===== config.mk =====
export PLATFORM = sky130hd
export DESIGN_NAME = id_issue_queue
export DESIGN_NICKNAME = d
export VERILOG_FILES = /design/src/rtl/id_issue_queue.sv
export SDC_FILE = /design/constraint.sdc
export NUM_CORES = 1
export LEC_CHECK = 0
export BUFFER_PORTS_ARGS = -buffer_cell sky130_fd_sc_hd__buf_4
export CAP_MARGIN = 20
export CORE_ASPECT_RATIO = 0.5
export CORE_MARGIN = 1.5
export CORE_UTILIZATION = 45
export CTS_CLUSTER_SIZE = 12
export DETAILED_ROUTE_END_ITERATION = 8
export PLACE_DENSITY_LB_ADDON = 0.05
export SETUP_SLACK_MARGIN = 0.1
export SLEW_MARGIN = 20
export SYNTH_ARGS = -nofsm -noshare
export SYNTH_HDL_FRONTEND = slang
export SYNTH_SLANG_ARGS = --single-unit

===== constraint.sdc =====
create_clock -name clk_i -period 20 [get_ports clk_i]
set_input_delay 2 -clock clk_i [delete_from_list [all_inputs] [get_ports clk_i]]
set_output_delay 2 -clock clk_i [all_outputs]
set_load 0.02 [all_outputs]

===== src/rtl/id_issue_queue.sv =====
// id_issue_queue: in-order circular buffer between the decoders and the issue stage.
// Takes up to NR_LANES decoded entries per cycle. Presents the NR_LANES oldest entries.
// Supports flush and decode stall. There is no enqueue-to-dequeue bypass.
module id_issue_queue #(
  parameter int NR_LANES = 2,
  parameter int DEPTH    = 4,
  parameter int DATA_W   = 64
) (
  input  logic                         clk_i,
  input  logic                         rst_i,
  input  logic                         flush_i,
  input  logic                         stall_i,
  input  logic [NR_LANES-1:0]          enq_valid_i,
  input  logic [NR_LANES*DATA_W-1:0]   enq_data_i,
  output logic [NR_LANES-1:0]          enq_ready_o,
  output logic [NR_LANES-1:0]          deq_valid_o,
  output logic [NR_LANES*DATA_W-1:0]   deq_data_o,
  input  logic [NR_LANES-1:0]          deq_ack_i,
  output logic [$clog2(DEPTH):0]       count_o
);

  // A single-slot queue still needs a 1-bit pointer; the index mask keeps it at slot 0.
  localparam int PW = (DEPTH > 1) ? $clog2(DEPTH) : 1;
  localparam int CW = $clog2(DEPTH) + 1;
  localparam logic [PW-1:0] IDX_MASK = PW'(DEPTH - 1);

  logic [DATA_W-1:0] mem [DEPTH];
  logic [PW-1:0]     rd_ptr;
  logic [PW-1:0]     wr_ptr;
  logic [CW-1:0]     count;
  logic [NR_LANES-1:0] ack_eff;
  logic [CW-1:0]     n_deq;
  logic [CW-1:0]     n_enq;
  logic [CW-1:0]     free;

  assign count_o = count;

  // Issue-side view: lane k shows the k-th oldest entry straight from storage.
  genvar gi;
  generate
    for (gi = 0; gi < NR_LANES; gi++) begin : g_deq
      logic [PW-1:0] rd_idx;
      assign rd_idx = (rd_ptr + PW'(gi)) & IDX_MASK;
      assign deq_valid_o[gi] = (count > CW'(gi));
      assign deq_data_o[gi*DATA_W +: DATA_W] = mem[rd_idx];
    end
  endgenerate

  // Acks count only up to the first gap, and they are ignored during a flush.
  assign ack_eff = deq_ack_i & deq_valid_o & {NR_LANES{~flush_i}};

  // Count the leading acks and work out the space available after this cycle's pops.
  always_comb begin
    logic run;
    n_deq = '0;
    run   = 1'b1;
    for (int k = 0; k < NR_LANES; k++) begin
      run = run & ack_eff[k];
      if (run) n_deq = n_deq + CW'(1);
    end
    free = CW'(DEPTH) - count + n_deq;
  end

  // Accept a contiguous prefix of valid lanes that fits in the free space.
  always_comb begin
    logic pre;
    enq_ready_o = '0;
    n_enq       = '0;
    pre         = ~flush_i & ~stall_i & ~rst_i;
    for (int k = 0; k < NR_LANES; k++) begin
      pre = pre & enq_valid_i[k];
      enq_ready_o[k] = pre && (CW'(k) < free);
      if (enq_ready_o[k]) n_enq = n_enq + CW'(1);
    end
  end

  // Pointer and occupancy update. A flush empties the queue by moving the read pointer to the write pointer.
  always_ff @(posedge clk_i or posedge rst_i) begin
    if (rst_i) begin
      rd_ptr <= '0;
      wr_ptr <= '0;
      count  <= '0;
    end else if (flush_i) begin
      rd_ptr <= wr_ptr;
      count  <= '0;
    end else begin
      rd_ptr <= rd_ptr + PW'(n_deq);
      wr_ptr <= wr_ptr + PW'(n_enq);
      count  <= count + n_enq - n_deq;
    end
  end

  // Entry storage. Accepted lane k lands k slots past the write pointer.
  always_ff @(posedge clk_i or posedge rst_i) begin
    if (rst_i) begin
      for (int d = 0; d < DEPTH; d++) mem[d] <= '0;
    end else begin
      for (int k = 0; k < NR_LANES; k++) begin
        if (enq_ready_o[k]) begin
          mem[(wr_ptr + PW'(k)) & IDX_MASK] <= enq_data_i[k*DATA_W +: DATA_W];
        end
      end
    end
  end

endmodule

Word level (Yosys, flattened, before mapping)
Cells that the tools add are included.

Word-level logic and storage cells: 65. ROM bits: 0. Register bits after elaboration: 263. Memories kept: 0. RAM bits: 0. Latch bits: 0.

Shift-type cells: 0. Multiply operators: 0. Order comparisons: 10. Divide/modulo/power cells: 0. Eq/ne operators: 0. $add $sub $neg: 10. Mux-type cells: 20. Bitwise logic cells: 14. Reduce and logical (&&, ||, !) cells: 4.

Operators with widths (count): $bwmux 256 (2); $mux 256 (2); $mux 64 (6); $bmux 64 s2 (2); $demux 64 s2 (2); $ge 3x3->1 const B (4); $not 2->3 (4); $add 3x3->3 (2); $gt 3x1->1 const B (2); $lt 1x3->1 const A (2); $lt 3x1->1 const B (2); $mux 3 (2); $and 1x1->1 (5); $add 1x1->2 const B (2); $add 2x1->2 const B (2); $add 2x2->2 (2); $and 2x2->2 (2); $logic_and 1x1->1 (4); $mux 2 (2); $not 1->1 (3); $sub 3x3->3 (1); $sub 3x3->3 const A (1); $mux 1 (2).

Depth between registers and ports, before layout
Depth in word-level cells: 15. Depth in mapped cells: 20. Mapped depth without buffers: 19.

Worst setup path after synthesis
Ideal clock, no wire load.

Path type: input -> output. Start point: input port flush_i. End point: output port enq_ready_o[0]. Stages: 9. Buffers on the path: 1. Arrival time: 3.762 ns. Path slack: 14.238 ns. Cells stage by stage: clkbuf_1 nor2b_1 and3_1 inv_1 ha_1 inv_1 fa_1 nand2b_2 o21a_1.

Word-level cells in the longest chain between the ends: 8. Elaborated cells between the ends (all ways): 12.

Ends and longest elaborated chain: start, declared (RTL line 11) `input logic flush_i,`; $not 1->1 (*) (RTL line 50, 69); $and 2x2->2 (RTL line 50) `assign ack_eff = deq_ack_i & deq_valid_o & {NR_LANES{~flush_i}};`; $mux 1 (RTL line 59) `if (run) n_deq = n_deq + CW'(1);`; $add 1x1->2 (RTL line 59); $mux 3 (RTL line 59); $add 3x3->3 (RTL line 61) `free = CW'(DEPTH) - count + n_deq;`; $lt 1x3->1 (RTL line 72) `enq_ready_o[k] = pre && (CW'(k) < free);`; $logic_and 1x1->1 (*) (RTL line 72); end, declared (RTL line 15) `output logic [NR_LANES-1:0] enq_ready_o,`.

Every way passes the cells marked *; elsewhere a longest branch is shown, timed or not.

Final worst setup path
Ends and elaborated chain as after synthesis.

==> flow_metrics.env <==
export IMPL_synth_ff_type="dfrtp_1"
export IMPL_synthXorXnorAreaFrac=0.00399
export IMPL_synthSimpleGateAreaFrac=0.101
export IMPL_wl_um=44700
export IMPL_yosys_top_cells_area="dfrtp_1 (43%), mux4_2 (19%), mux2i_1 (13%), nor2_1 (6.4%), a21oi_1 (6.3%)"
export IMPL_place_area_um2=17500
export IMPL_p_per_area_nw_per_um2=174
export IMPL_finalSetupTns_ns=0
export IMPL_dp_hpwl_um=26800
export IMPL_design_area_um2=18400
export IMPL_grt_pass1_vias=12500
export IMPL_wl_per_cell_um=21.7
export IMPL_crit_type="in -> out"
export IMPL_rsz0062_at_grt="no"
export IMPL_holdCritStartpoint="mem[185]$_DFF_PP0_"
export IMPL_core_area_um2=33300
export IMPL_synth_top_family_by_area="multiplexers"
export IMPL_cts_hold_buf=0
export IMPL_ctsResizeCount=0
export IMPL_min_path_cells=2
export IMPL_synth_nets=1548
export IMPL_dieArea_um2=35300
export IMPL_dieWidth_um=264
export IMPL_setup_viol=0
export IMPL_synth_edff_count=0
export IMPL_rr_startpoint="count_o[2]$_DFF_PP0_"
export IMPL_final_hold_viol_count=0
export IMPL_grt_usage=0.255
export IMPL_yosys_area_share_adder=0.00880
export IMPL_h_tree_depth=1
export IMPL_worstMarginPinSlew_ns=1.12
export IMPL_multi_input_area_um2=8140
export IMPL_synth_seq_cells=263
export IMPL_synthCells=1403
export IMPL_p_total_w=0.00320
export IMPL_cts_tree="done"
export IMPL_clk_path_buf_depth=3
export IMPL_fin_skew_ns=0.0154
export IMPL_ant_nets=0
export IMPL_required_ns=18.00
export IMPL_period_needed_ns=6.17
export IMPL_maxSlewViolCount=0
export IMPL_fmax_ghz=0.162
export IMPL_io_buffer_count=270
export IMPL_dr_pass1_iters=7
export IMPL_status="complete, no violations"
export IMPL_overflow=0
export IMPL_crit_path_max_fanout=11
export IMPL_seq_area_um2=6590
export IMPL_drive_gt1_frac=0.292
export IMPL_r2r_end="mem[211]$_DFF_PP0_"
export IMPL_final_period_utilization=0.309
export IMPL_cap_violations=0
export IMPL_endpoint_kind="output pin"
export IMPL_numCtsBuffers=27
export IMPL_syn_to_final_growth_pct=19.6
export IMPL_nFillCells=2914
export IMPL_peakVddDrop_v=0.0000897
export IMPL_yosysMostFrequentCell="dfrtp_1"
export IMPL_place_congestion=0.789
export IMPL_clkTransAtPathRegs_ns=0.06
export IMPL_rrSetupSlack_ns=15.58
export IMPL_power_leakage_nw=8.84
export IMPL_crit_arrival_ns=4.17
export IMPL_slew_headroom=0.257
export IMPL_yosys_area_top_type_share=0.429
export IMPL_start_util=0.461
export IMPL_async_flop_share=1.00
export IMPL_grt_pass1_wl_um=70900
export IMPL_finalCoreUtilization=0.551
export IMPL_clkLatencyLatePin_ns=0.55
export IMPL_io_pins=271
export IMPL_clock_sinks=263
export IMPL_row_count=47
export IMPL_hp_class="reg -> reg"
export IMPL_synthMuxAreaShare=0.313
export IMPL_grt_max_degree=119
export IMPL_synth_avg_cell_area_um2=10.9
export IMPL_hold_ws_ns=0.555
export IMPL_ys_warn_count=0
export IMPL_layout_nets=1748
export IMPL_first_iter_violations=842
export IMPL_synth_compound_area_frac=0.0975
export IMPL_worst_r2r_path_depth=11
export IMPL_synth_commonest_cells="dfrtp_1 (263), nor2_1 (260), a21oi_1 (192), mux2i_1 (192), nand2_1 (131)"
export IMPL_ys_types=32
export IMPL_synth_area_um2=15400
export IMPL_seq_area_frac_synth=0.429
export IMPL_die_h_um=134
export IMPL_antenna_found_initial=1
export IMPL_yosys_area_top_type="dfrtp_1"
export IMPL_vias=12100
export IMPL_worst_setup_path_start_kind="input pin"
export IMPL_cts_root_buffer="clkbuf_16"
export IMPL_drcViolationCount=0
export IMPL_via_per_inst=5.88
export IMPL_hold_end="mem[185]$_DFF_PP0_"
export IMPL_postCtsSetupRepairBufs=0
==> cells by family (layout without fill, tap and decap cells) <==
logic type / Yosys count / in the layout
AO/OA/AOI/OAI: 270 / 270
flip-flops: 263 / 263
multiplexers: 320 / 320
other: 0 / 1
buffers and inverters: 132 / 345
XOR/XNOR: 7 / 7
adder cells (fa/ha/maj): 9 / 9
AND/OR/NAND/NOR: 402 / 402
==> per-stage QoR <==
| stage | setup WS, ns | instances |
|---|---|---|
| 3_3_place_gp | 13.85 | 2014 |
| 6_report | 13.83 | 2058 |
| 3_5_place_dp | 13.86 | 2014 |
| 5_1_grt | 13.73 | 2058 |
| 2_1_floorplan | 10.76 | 1403 |
| 4_1_cts | 13.83 | 2056 |
==> cell usage in the layout, fill, tap and decap left out, drive strengths merged, types with 3 or more instances in the layout <==
master,Yosys,routed
o211a,3,3
xor2,4,4
o21ai,3,3
mux4,128,128
a31oi,64,64
nor2,260,260
buf,88,292
and3,3,3
fa,3,3
a21oi,192,192
o211ai,3,3
xnor2,3,3
inv,11,12
nor2b,4,4
ha,6,6
clkbuf,33,40
mux2i,192,192
dfrtp,263,263
o2111ai,4,4
nand2,131,131
==> critical path: stages <==
cell and delay [ns]:
buf_4 0.16, nor2b_1 0.14, and3_1 0.21, inv_1 0.06, ha_1 0.17, inv_1 0.07
fa_1 0.58, nand2b_2 0.39, o21a_1 0.25, buf_4 0.16
==> power breakdown <==
| group | internal (W) | switching, W | leakage [nW] |
|---|---|---|---|
| Sequential | 0.000785 | 0.000233 | 3.32 |
| Clock | 0.000278 | 0.000212 | 0.411 |
| Combinational | 0.000864 | 0.000832 | 5.10 |
==> worst max path at each step <==
stage / start / to / slack [ns]
2_1_floorplan: rst_i / count_o[0]$_DFF_PP0_ / 10.76
3_5_place_dp: flush_i / enq_ready_o[0] / 13.86
6_report: flush_i / enq_ready_o[0] / 13.83
4_1_cts: flush_i / enq_ready_o[0] / 13.83
5_1_grt: flush_i / enq_ready_o[0] / 13.73
3_3_place_gp: flush_i / enq_ready_o[0] / 13.85
==> registers in the layout, summed over array words and instances, names as in the netlist <==
name,cells
wr_ptr,2
rd_ptr,2
count_o,3
mem,256
==> metal layers <==
layer  share of wire  GRT usage  vias to the layer above
met5               0          0                        -
met4           0.027     0.0738                        0
met3           0.061     0.0455                       79
met2            0.49      0.432                      383
met1            0.42      0.338                     6155
li1                -          -                     5491
==> layout make-up <==
class                      instances  share of cell area
multi-input combinational       1008               0.443
inverter                          11             0.00266
clock inverter                     2            0.000749
clock buffer                      40              0.0444
antenna                            1            0.000136
sequential                       263               0.359
timing repair buffer             292               0.120
tap                              441              0.0300
Power figures use the tool's default switching activity.
